--- src/rtl/load_store_unit_if.sv ---
`default_nettype none
// +--------------------------------------------------------------------------+
// | load_store_unit_if                                                       |
// | Request/response handshake and byte-wide memory port of the LSU.         |
// | Revision: 1.0                                                            |
// +--------------------------------------------------------------------------+
interface load_store_unit_if #(
  parameter int ADDR_BUS_WIDTH = 32,
  parameter int DATA_BUS_WIDTH = 32
);
  logic                      req_valid;
  logic                      req_ready;
  logic                      req_write;
  logic [1:0]                req_size;
  logic                      req_unsigned;
  logic [ADDR_BUS_WIDTH-1:0] req_addr;
  logic [DATA_BUS_WIDTH-1:0] req_wdata;
  logic                      resp_valid;
  logic [DATA_BUS_WIDTH-1:0] resp_rdata;
  logic                      resp_err;
  logic [ADDR_BUS_WIDTH-1:0] mem_addr;
  logic [7:0]                mem_wdata;
  logic                      mem_write_en;
  logic [7:0]                mem_rdata;

  // Core/memory environment side
  modport master (
    output req_valid, req_write, req_size, req_unsigned, req_addr, req_wdata, mem_rdata,
    input  req_ready, resp_valid, resp_rdata, resp_err, mem_addr, mem_wdata, mem_write_en
  );

  // Load/store unit side
  modport slave (
    input  req_valid, req_write, req_size, req_unsigned, req_addr, req_wdata, mem_rdata,
    output req_ready, resp_valid, resp_rdata, resp_err, mem_addr, mem_wdata, mem_write_en
  );
endinterface
`default_nettype wire

--- src/rtl/load_store_unit.sv ---
`default_nettype none
// +--------------------------------------------------------------------------+
// | load_store_unit                                                          |
// | Serialises load/store requests into big-endian byte memory accesses.     |
// | Revision: 1.0                                                            |
// +--------------------------------------------------------------------------+
module load_store_unit #(
  parameter int ADDR_BUS_WIDTH = 32,
  parameter int DATA_BUS_WIDTH = 32
) (
  input  wire logic         clk,
  input  wire logic         reset,
  load_store_unit_if.slave  bus
);

  typedef enum logic [1:0] {
    IDLE   = 2'd0,
    ACCESS = 2'd1,
    DONE   = 2'd2
  } state_t;

  state_t                    state_q;
  logic [1:0]                cnt_q;
  logic [1:0]                last_q;
  logic                      write_q;
  logic [1:0]                size_q;
  logic                      unsigned_q;
  logic [ADDR_BUS_WIDTH-1:0] addr_q;
  logic [DATA_BUS_WIDTH-1:0] wdata_q;
  logic [DATA_BUS_WIDTH-1:0] acc_q;
  logic                      resp_valid_q;
  logic                      resp_err_q;
  logic [DATA_BUS_WIDTH-1:0] resp_rdata_q;
  logic [ADDR_BUS_WIDTH-1:0] mem_addr_q;
  logic [7:0]                mem_wdata_q;
  logic                      mem_we_q;

  logic [1:0]                req_last_d;
  logic                      req_illegal_d;
  logic [1:0]                cnt_d;
  logic [DATA_BUS_WIDTH-1:0] acc_d;

  function automatic logic [7:0] byte_of(input logic [DATA_BUS_WIDTH-1:0] w,
                                         input logic [1:0] idx);
    byte_of = w[{idx, 3'b000} +: 8];
  endfunction

  function automatic logic [DATA_BUS_WIDTH-1:0] extend(input logic [DATA_BUS_WIDTH-1:0] a,
                                                       input logic [1:0] sz,
                                                       input logic uns);
    case (sz)
      2'b00:   extend = {{24{~uns & a[7]}}, a[7:0]};
      2'b01:   extend = {{16{~uns & a[15]}}, a[15:0]};
      default: extend = a;
    endcase
  endfunction

  always_comb begin
    req_last_d = 2'd0;
    case (bus.req_size)
      2'b00:   req_last_d = 2'd0;
      2'b01:   req_last_d = 2'd1;
      default: req_last_d = 2'd3;
    endcase
    req_illegal_d = (bus.req_size == 2'b11) ||
                    ((bus.req_size == 2'b01) && bus.req_addr[0]) ||
                    ((bus.req_size == 2'b10) && (bus.req_addr[1:0] != 2'b00));
    cnt_d = cnt_q + 2'd1;
    acc_d = {acc_q[DATA_BUS_WIDTH-9:0], bus.mem_rdata};
  end

  always_ff @(posedge clk or posedge reset) begin
    if (reset) begin
      state_q      <= IDLE;
      cnt_q        <= '0;
      last_q       <= '0;
      write_q      <= 1'b0;
      size_q       <= '0;
      unsigned_q   <= 1'b0;
      addr_q       <= '0;
      wdata_q      <= '0;
      acc_q        <= '0;
      resp_valid_q <= 1'b0;
      resp_err_q   <= 1'b0;
      resp_rdata_q <= '0;
      mem_addr_q   <= '0;
      mem_wdata_q  <= '0;
      mem_we_q     <= 1'b0;
    end else begin
      case (state_q)
        IDLE: begin
          if (bus.req_valid) begin
            write_q    <= bus.req_write;
            size_q     <= bus.req_size;
            unsigned_q <= bus.req_unsigned;
            addr_q     <= bus.req_addr;
            wdata_q    <= bus.req_wdata;
            last_q     <= req_last_d;
            cnt_q      <= '0;
            acc_q      <= '0;
            if (req_illegal_d) begin
              state_q      <= DONE;
              resp_valid_q <= 1'b1;
              resp_err_q   <= 1'b1;
              resp_rdata_q <= '0;
            end else begin
              // First byte is presented in the cycle right after the accept edge
              state_q     <= ACCESS;
              mem_addr_q  <= bus.req_addr;
              mem_we_q    <= bus.req_write;
              mem_wdata_q <= bus.req_write ? byte_of(bus.req_wdata, req_last_d) : 8'h00;
            end
          end
        end
        ACCESS: begin
          if (!write_q) acc_q <= acc_d;
          if (cnt_q == last_q) begin
            state_q      <= DONE;
            mem_addr_q   <= '0;
            mem_wdata_q  <= '0;
            mem_we_q     <= 1'b0;
            resp_valid_q <= 1'b1;
            resp_err_q   <= 1'b0;
            resp_rdata_q <= write_q ? '0 : extend(acc_d, size_q, unsigned_q);
          end else begin
            cnt_q       <= cnt_d;
            mem_addr_q  <= addr_q + ADDR_BUS_WIDTH'(cnt_d);
            mem_wdata_q <= write_q ? byte_of(wdata_q, last_q - cnt_d) : 8'h00;
          end
        end
        DONE: begin
          state_q      <= IDLE;
          resp_valid_q <= 1'b0;
          resp_err_q   <= 1'b0;
          resp_rdata_q <= '0;
        end
        default: state_q <= IDLE;
      endcase
    end
  end

  assign bus.req_ready    = (state_q == IDLE) && !reset;
  assign bus.resp_valid   = resp_valid_q;
  assign bus.resp_err     = resp_err_q;
  assign bus.resp_rdata   = resp_rdata_q;
  assign bus.mem_addr     = mem_addr_q;
  assign bus.mem_wdata    = mem_wdata_q;
  assign bus.mem_write_en = mem_we_q;

endmodule
`default_nettype wire
--- src/flat_wrapper.sv ---
// flat-port wrapper written by rule: the top's interface ports become plain ports
module load_store_unit_flat 
#(
  parameter int ADDR_BUS_WIDTH = 32,
  parameter int DATA_BUS_WIDTH = 32
)
  (clk, reset, bus_req_valid, bus_req_write, bus_req_size, bus_req_unsigned, bus_req_addr, bus_req_wdata, bus_mem_rdata, bus_req_ready, bus_resp_valid, bus_resp_rdata, bus_resp_err, bus_mem_addr, bus_mem_wdata, bus_mem_write_en);
  load_store_unit_if #(.ADDR_BUS_WIDTH(ADDR_BUS_WIDTH), .DATA_BUS_WIDTH(DATA_BUS_WIDTH)) bus_i ();
  input  wire logic clk;
  input  wire logic reset;
  input wire logic [$bits(bus_i.req_valid)-1:0] bus_req_valid;
  input wire logic [$bits(bus_i.req_write)-1:0] bus_req_write;
  input wire logic [$bits(bus_i.req_size)-1:0] bus_req_size;
  input wire logic [$bits(bus_i.req_unsigned)-1:0] bus_req_unsigned;
  input wire logic [$bits(bus_i.req_addr)-1:0] bus_req_addr;
  input wire logic [$bits(bus_i.req_wdata)-1:0] bus_req_wdata;
  input wire logic [$bits(bus_i.mem_rdata)-1:0] bus_mem_rdata;
  output wire logic [$bits(bus_i.req_ready)-1:0] bus_req_ready;
  output wire logic [$bits(bus_i.resp_valid)-1:0] bus_resp_valid;
  output wire logic [$bits(bus_i.resp_rdata)-1:0] bus_resp_rdata;
  output wire logic [$bits(bus_i.resp_err)-1:0] bus_resp_err;
  output wire logic [$bits(bus_i.mem_addr)-1:0] bus_mem_addr;
  output wire logic [$bits(bus_i.mem_wdata)-1:0] bus_mem_wdata;
  output wire logic [$bits(bus_i.mem_write_en)-1:0] bus_mem_write_en;
  assign bus_i.req_valid = bus_req_valid;
  assign bus_i.req_write = bus_req_write;
  assign bus_i.req_size = bus_req_size;
  assign bus_i.req_unsigned = bus_req_unsigned;
  assign bus_i.req_addr = bus_req_addr;
  assign bus_i.req_wdata = bus_req_wdata;
  assign bus_i.mem_rdata = bus_mem_rdata;
  assign bus_req_ready = bus_i.req_ready;
  assign bus_resp_valid = bus_i.resp_valid;
  assign bus_resp_rdata = bus_i.resp_rdata;
  assign bus_resp_err = bus_i.resp_err;
  assign bus_mem_addr = bus_i.mem_addr;
  assign bus_mem_wdata = bus_i.mem_wdata;
  assign bus_mem_write_en = bus_i.mem_write_en;
  load_store_unit #(.ADDR_BUS_WIDTH(ADDR_BUS_WIDTH), .DATA_BUS_WIDTH(DATA_BUS_WIDTH)) u_core (.clk(clk), .reset(reset), .bus(bus_i));
endmodule
--- config.mk ---
export PLATFORM = sky130hd
export DESIGN_NAME = load_store_unit_flat
export DESIGN_NICKNAME = d
export VERILOG_FILES = /design/src/rtl/load_store_unit_if.sv /design/src/rtl/load_store_unit.sv /design/src/flat_wrapper.sv
export SDC_FILE = /design/constraint.sdc
export NUM_CORES = 1
export LEC_CHECK = 0
export ABC_AREA = 1
export CAP_MARGIN = 20
export CELL_PAD_IN_SITES_DETAIL_PLACEMENT = 1
export CELL_PAD_IN_SITES_GLOBAL_PLACEMENT = 1
export CORE_MARGIN = 3
export CORE_UTILIZATION = 39
export CTS_CLUSTER_SIZE = 25
export DETAILED_ROUTE_END_ITERATION = 12
export GPL_TIMING_DRIVEN = 0
export PLACE_DENSITY = 0.92
export SETUP_SLACK_MARGIN = 0.2
export SLEW_MARGIN = 20
export SYNTH_ARGS = -nofsm -noshare
export SYNTH_HDL_FRONTEND = slang
export SYNTH_SLANG_ARGS = --single-unit
--- constraint.sdc ---
create_clock -name clk -period 6.45 [get_ports clk]
set_input_delay 0.645 -clock clk [delete_from_list [all_inputs] [get_ports clk]]
set_output_delay 0.645 -clock clk [all_outputs]
set_load 0.02 [all_outputs]
==> results.cfg, run 1 <==
[grt]
grtUsageTotal_pct = 25.7
grt_pass1_wl_mm = 48.1
grt_max_degree = 104
antenna_found_initial = 0
overflow = 0
grt_pass1_vias = 8955

[sta]
slew_viol_final = 0
tightest_slew_ns = 0.781
hold_violations = 0
tns_ns = 0
layout_min_cycle_time_ns = 3.02
fin_skew_ns = 0.0132
maxSlewHeadroom_pct = 47.9
rsz0062_at_grt = no
worst_slack_ns = 3.43
finalSetupViolCount = 0
fin_crit_sh_pct = 46.8
max_clock_freq_mhz = 332

[placement]
gp_congestion = 0.951
port_buffers = 154
pre_cts_ws_ns = 3.56
hpwl_mm = 21.9
placedInstanceArea_um2 = 10400

[synthesis]
syn_area_per_cell_um2 = 7.80
syn-num-nets = 1169
synth_edf_count = 0
ys_seq_area_share_pct = 51.3
synth_area_um2 = 8440
yosysUniqueCellTypes = 37
synthCells = 1082
ys_ff_latch = 173
synthArstFlopShare_pct = 100
synth_warnings = 0
synthFlopType = dfrtp_1

[worst_hold_path]
hp-class = flip-flop to flip-flop

[power]
power.density_nw_per_um2 = 502
p_leak_nw = 4.90
p_total_w = 0.00549
ir_drop_mv = 0.218

[critical_path]
cp_max_fo = 7
crit_path_end_kind = flip-flop
cpLargestDelayFamily = simple AND/OR/NAND/NOR gates
worstPathArrival_ns = 3.35
critical_path_required_ns = 6.79
crit_type = flip-flop to flip-flop
cp_slowest_cell = fa_1
cpPeakStageDelay_ns = 0.43
critPathLaunchType = flip-flop
cp_cell_sequence = inv_1 -> ha_1 -> inv_1 -> fa_1 -> inv_1 -> nand2_1 -> nor2_1 -> nand3_1 -> nor2_1 -> nand3_1 -> nand3_1 -> a21oi_1
critical_path_buf_inv_count = 3

[floorplan]
core_area_um2 = 21200
rows = 53
die_y_um = 153
die_area_um2 = 23500
start_util_pct = 39.9
fp.dieW_um = 153
pin_count = 155

[finish]
nFillCells = 2577
drive_above_1_share_pct = 5.12
syn_to_final_growth_pct = 29.5
final_cell_area_um2 = 10900
final_common_cell = nand2_1
nNetsFinal = 1343
antenna_cells = 0
final_core_util_pct = 51.7
layout_common_cells = 345 x nand2_1, 173 x dfrtp_1, 154 x clkdlybuf4s50_1

[detailed_routing]
drc = 0
wl_mm = 30.5
ant_nets = 0
avgRoutedWirePerCell_um = 19.7
vias_per_cell = 5.47
vias = 8452
drt_first_iter_violations = 688
drt_pass1_iterations = 5

[cts]
clkTransAtPathRegs_ns = 0.08
ctsHoldBuffers = 0
root_buffer = clkbuf_16
cts_buffers = 17
cts_tree = done
cts-resized-gates = 0
htree_levels = 4
clock_latency_ns = 0.45
cts_setup_buffers = 0
cts_buffer_depth = 2
clock-sinks = 173

[outcome]
outcome = completed

[run]
max-cap-violations = 0
tightest hold or removal path, stage by stage (launching register included):
cell	delay (ns)
dfrtp_1	0.35
nand2_1	0.05
nand2_1	0.05
routing by layer:
metal	wire length (µm)	vias to the layer above	part of all wire, %	global-route usage, %
met4	666	0	2.2	8.44
met1	13400	4225	44	35.3
met3	1870	44	6.1	4.30
met5	0	-	0	0
li1	-	3855	-	-
met2	14500	328	48	41.5
power by group:
group | leakage, nW | internal [W] | switching, W
logic | 2.45 | 0.000929 | 0.00168
registers | 2.17 | 0.00152 | 0.000334
clock network | 0.277 | 0.000514 | 0.000512
cells in the mapped netlist, types with 3 or more instances:
cell | count | area, µm²
mux2i_1 | 8 | 80.1
o211ai_1 | 10 | 75.1
inv_1 | 87 | 327
ha_1 | 7 | 87.6
xnor2_1 | 3 | 26.3
o21ai_0 | 71 | 355
clkbuf_1 | 28 | 105
a21oi_1 | 106 | 531
inv_2 | 4 | 15.0
nor2_1 | 101 | 379
buf_2 | 14 | 70.1
dfrtp_1 | 173 | 4330
nand4_1 | 4 | 25.0
nand2_1 | 345 | 1290
buf_1 | 3 | 11.3
o21bai_1 | 6 | 45.0
o22ai_1 | 25 | 156
nand3_1 | 43 | 215
o21ai_1 | 19 | 95.1
cell type report:
class | instances | area, µm² | share of cell area, %
buffer | 47 | 205 | 1.88
clock buffer | 17 | 425 | 3.89
clock inverter | 15 | 145 | 1.33
inverter | 93 | 358 | 3.27
multi-input combinational | 769 | 3560 | 32.5
sequential | 173 | 4330 | 39.6
tap | 275 | 344 | 3.15
timing repair buffer | 155 | 1570 | 14.3
kinds of logic (layout without fill, tap and decap cells):
family,count (synthesis),after routing,synth area share [%]
AO/OA/AOI/OAI,245,245,15.6
XOR/XNOR,5,5,0.519
adder cells (fa/ha/maj),8,8,1.27
buffers and inverters,140,327,6.58
flip-flops,173,173,51.3
multiplexers,8,8,0.948
AND/OR/NAND/NOR,503,503,23.8
metrics by stage:
step / hold WS (ns) / instances
detailed placement: 0.465 / 1512
floorplan: 0.448 / 1082
global route: 0.503 / 1544
CTS: 0.486 / 1544
global placement: 0.460 / 1511
finish: 0.481 / 1544
final timing paths:
check | startpoint | end | slack, ns | cells after the start
hold reg to reg | u_core.wdata_q[27] | u_core.wdata_q[27] | 0.48 | 2
max in group asynchronous | reset | u_core.addr_q[31] | 4.85 | 3
setup reg to reg | u_core.cnt_q[0] | u_core.bus.mem_addr[24] | 3.43 | 12
hold / removal | u_core.wdata_q[27] | u_core.wdata_q[27] | 0.48 | 2
setup / recovery | u_core.cnt_q[0] | u_core.bus.mem_addr[24] | 3.43 | 12
min in group asynchronous | reset | u_core.bus.resp_rdata[20] | 0.69 | 2
flip-flops by register name, indices dropped and copies added (netlist names):
signal                   cells
u_core.last_q                2
u_core.size_q                2
u_core.wdata_q              32
u_core.bus.resp_valid        1
u_core.bus.mem_addr         32
u_core.bus.mem_write_en      1
u_core.unsigned_q            1
u_core.addr_q               32
u_core.write_q               1
u_core.bus.mem_wdata         8
u_core.cnt_q                 2
u_core.acc_q                24
u_core.bus.resp_err          1
u_core.bus.resp_rdata       32
u_core.state_q               2
Power figures use the tool's default switching activity.
==> run 2, diff against run 1 <==
==> constraint.sdc (replaced) <==
create_clock -name clk -period 3.1 [get_ports clk]
set_input_delay 0.31 -clock clk [delete_from_list [all_inputs] [get_ports clk]]
set_output_delay 0.31 -clock clk [all_outputs]
set_load 0.02 [all_outputs]
==> run 2 against run 1 <==
Net effect: wire length grew 2.9%; utilization grew 0.49 points; die area is the same; non-clock buffer count grew 4; flip-flop and latch count is the same; via count grew 0.21%; largest cell class unchanged; sequential share of layout area shrank 0.37 points.
==> results.cfg, run 2 (synthesized netlist as in run 1, its figures left out) <==
[finish]
final-seq-area_um2 = 4330
syn_to_final_growth_pct = 30.7
nNetsFinal = 1347
layout_common_cells = 345 x nand2_1, 173 x dfrtp_1, 154 x clkdlybuf4s50_1
final_common_cell = nand2_1
multi_input_area_um2 = 3570
final_core_util_pct = 52.2
drive_above_1_share_pct = 5.66
antenna_cells = 0
nFillCells = 2546

[critical_path]
rr_endpoint = u_core.bus.mem_addr[24]
cp_cell_sequence = inv_1 -> ha_1 -> inv_1 -> fa_1 -> inv_1 -> nand2_1 -> nor2_2 -> inv_1 -> nor2_1 -> nand2_1 -> nand2_1 -> nand3_1 -> a21oi_1
r2r-start = u_core.cnt_q[0]
critPathLaunchType = flip-flop
cp_common_cell = inv_1
cpLargestDelayFamily = simple AND/OR/NAND/NOR gates
r2r_cells = 13
crit_path_end_kind = flip-flop
cpPeakStageDelay_ns = 0.43
worstPathArrival_ns = 3.09
ff2ff_setup_slack_ns = 0.39
critical_path_buf_inv_count = 4
crit_type = flip-flop to flip-flop
critical_path_required_ns = 3.48
cp_slowest_cell = fa_1
cp_num_cells = 13
cp_max_fo = 5

[power]
power.density_nw_per_um2 = 1040
p_leak_nw = 4.94
ir_drop_mv = 0.511

[detailed_routing]
vias = 8470
drt_first_iter_violations = 703
wl_mm = 31.4
drc = 0
avgRoutedWirePerCell_um = 20.3
ant_nets = 0
vias_per_cell = 5.47
drt_pass1_iterations = 4

[outcome]
outcome = completed

[floorplan]
die_y_um = 153
rows = 53
start_util_pct = 39.9
die_area_um2 = 23500
core_area_um2 = 21200
pin_count = 155
fp.dieW_um = 153

[sta]
rsz0062_at_grt = no
fin_skew_ns = 0.00972
finalSetupViolCount = 0
fin_crit_sh_pct = 87.3
timing.hold.ws_ns = 0.378
tightest_slew_ns = 0.828
max_clock_freq_mhz = 369
maxSlewHeadroom_pct = 44.6
hold_violations = 0
layout_min_cycle_time_ns = 2.71
slew_viol_final = 0

[cts]
cts_buffers = 17
cts_buffer_depth = 2
clock_latency_ns = 0.45
clock-sinks = 173
clkTransAtPathRegs_ns = 0.08
htree_levels = 4
cts_tree = done
ctsHoldBuffers = 0
root_buffer = clkbuf_16

[placement]
hpwl_mm = 22.4
gp_congestion = 0.969
port_buffers = 154

[run]
max-cap-violations = 0

[grt]
grt_pass1_vias = 9117
grtUsageTotal_pct = 26.8
grt_max_degree = 34
antenna_found_initial = 1
overflow = 0
grt_pass1_wl_mm = 49.8

[worst_hold_path]
hp-class = input pin to async pin
==> run 2: changes by cell type in the layout (fill, tap and decap cells not counted) <==
| cell | change |
|---|---|
| nor2_2 | +2 |
| nand3_1 | -1 |
| nor2_1 | -2 |
| clkinv_2 | -1 |
| nand3_2 | +1 |
| clkinv_8 | +3 |
| inv_8 | -3 |
| clkinvlp_4 | -1 |
| buf_16 | -1 |
| inv_6 | +3 |
| clkinv_4 | -1 |
| buf_12 | +5 |
==> run 2: timing repair <==
item	4_1_cts	5_1_grt
endpoints found under the setup margin	5	8
setup buffers	0	0
gates cloned	0	0
resized for setup	1	2
==> run 2: routing by layer <==
layer | up-vias | wire (µm) | track usage (%)
li1 | 3862 | - | -
met2 | 309 | 15100 | 43.9
met4 | 2 | 821 | 9.42
met3 | 59 | 2060 | 5.86
met5 | - | 13 | 0
met1 | 4238 | 13400 | 35.3
==> run 2: how the worst max path moves through the flow <==
stage	start	end	slack [ns]
2_1_floorplan	reset	u_core.acc_q[0]	0.58
3_3_place_gp	reset	u_core.bus.mem_addr[28]	-0.88
3_5_place_dp	u_core.cnt_q[0]	u_core.bus.mem_addr[28]	0.25
4_1_cts	u_core.cnt_q[0]	u_core.bus.mem_addr[20]	0.22
5_1_grt	u_core.cnt_q[0]	u_core.bus.mem_addr[30]	0.21
6_report	u_core.cnt_q[0]	u_core.bus.mem_addr[24]	0.39
==> run 2: report_power, final <==
part	switching (W)	internal, W	total, W
sequential	0.000691	0.00317	0.00386
clock	0.00109	0.00109	0.00217
combinational	0.00356	0.00194	0.00550
==> run 2: final cells by class <==
type / instances / share of cell area (%)
repair buffers: 159 / 14.9
clock inverters: 15 / 1.53
flip-flops and latches: 173 / 39.2
clock buffers: 17 / 3.85
inverters: 93 / 3.21
plain buffers: 47 / 1.86
multi-input cells: 769 / 32.3
well taps: 275 / 3.12
==> run 2: worst reg2reg max path: cells and delay by family, from the launching register on <==
family          cells  cell delay, ns
compound gates      1            0.15
fa+ha+maj           2            0.63
buf+inv             4            0.43
flops               1            0.42
simple gates        6            1.02
==> run 2: through the flow <==
stage	setup WS (ns)	setup TNS [ns]	area (µm²)	total power, W	std cells
after floorplan	0.579	0	8450	0.00697	1082
after global placement	-0.877	-148.78	10300	0.00893	1511
after detailed placement	0.247	0	10400	0.00925	1516
after CTS	0.221	0	11000	0.0115	1548
after global routing	0.213	0	11000	0.0123	1548
final	0.393	0	11000	0.0115	1548
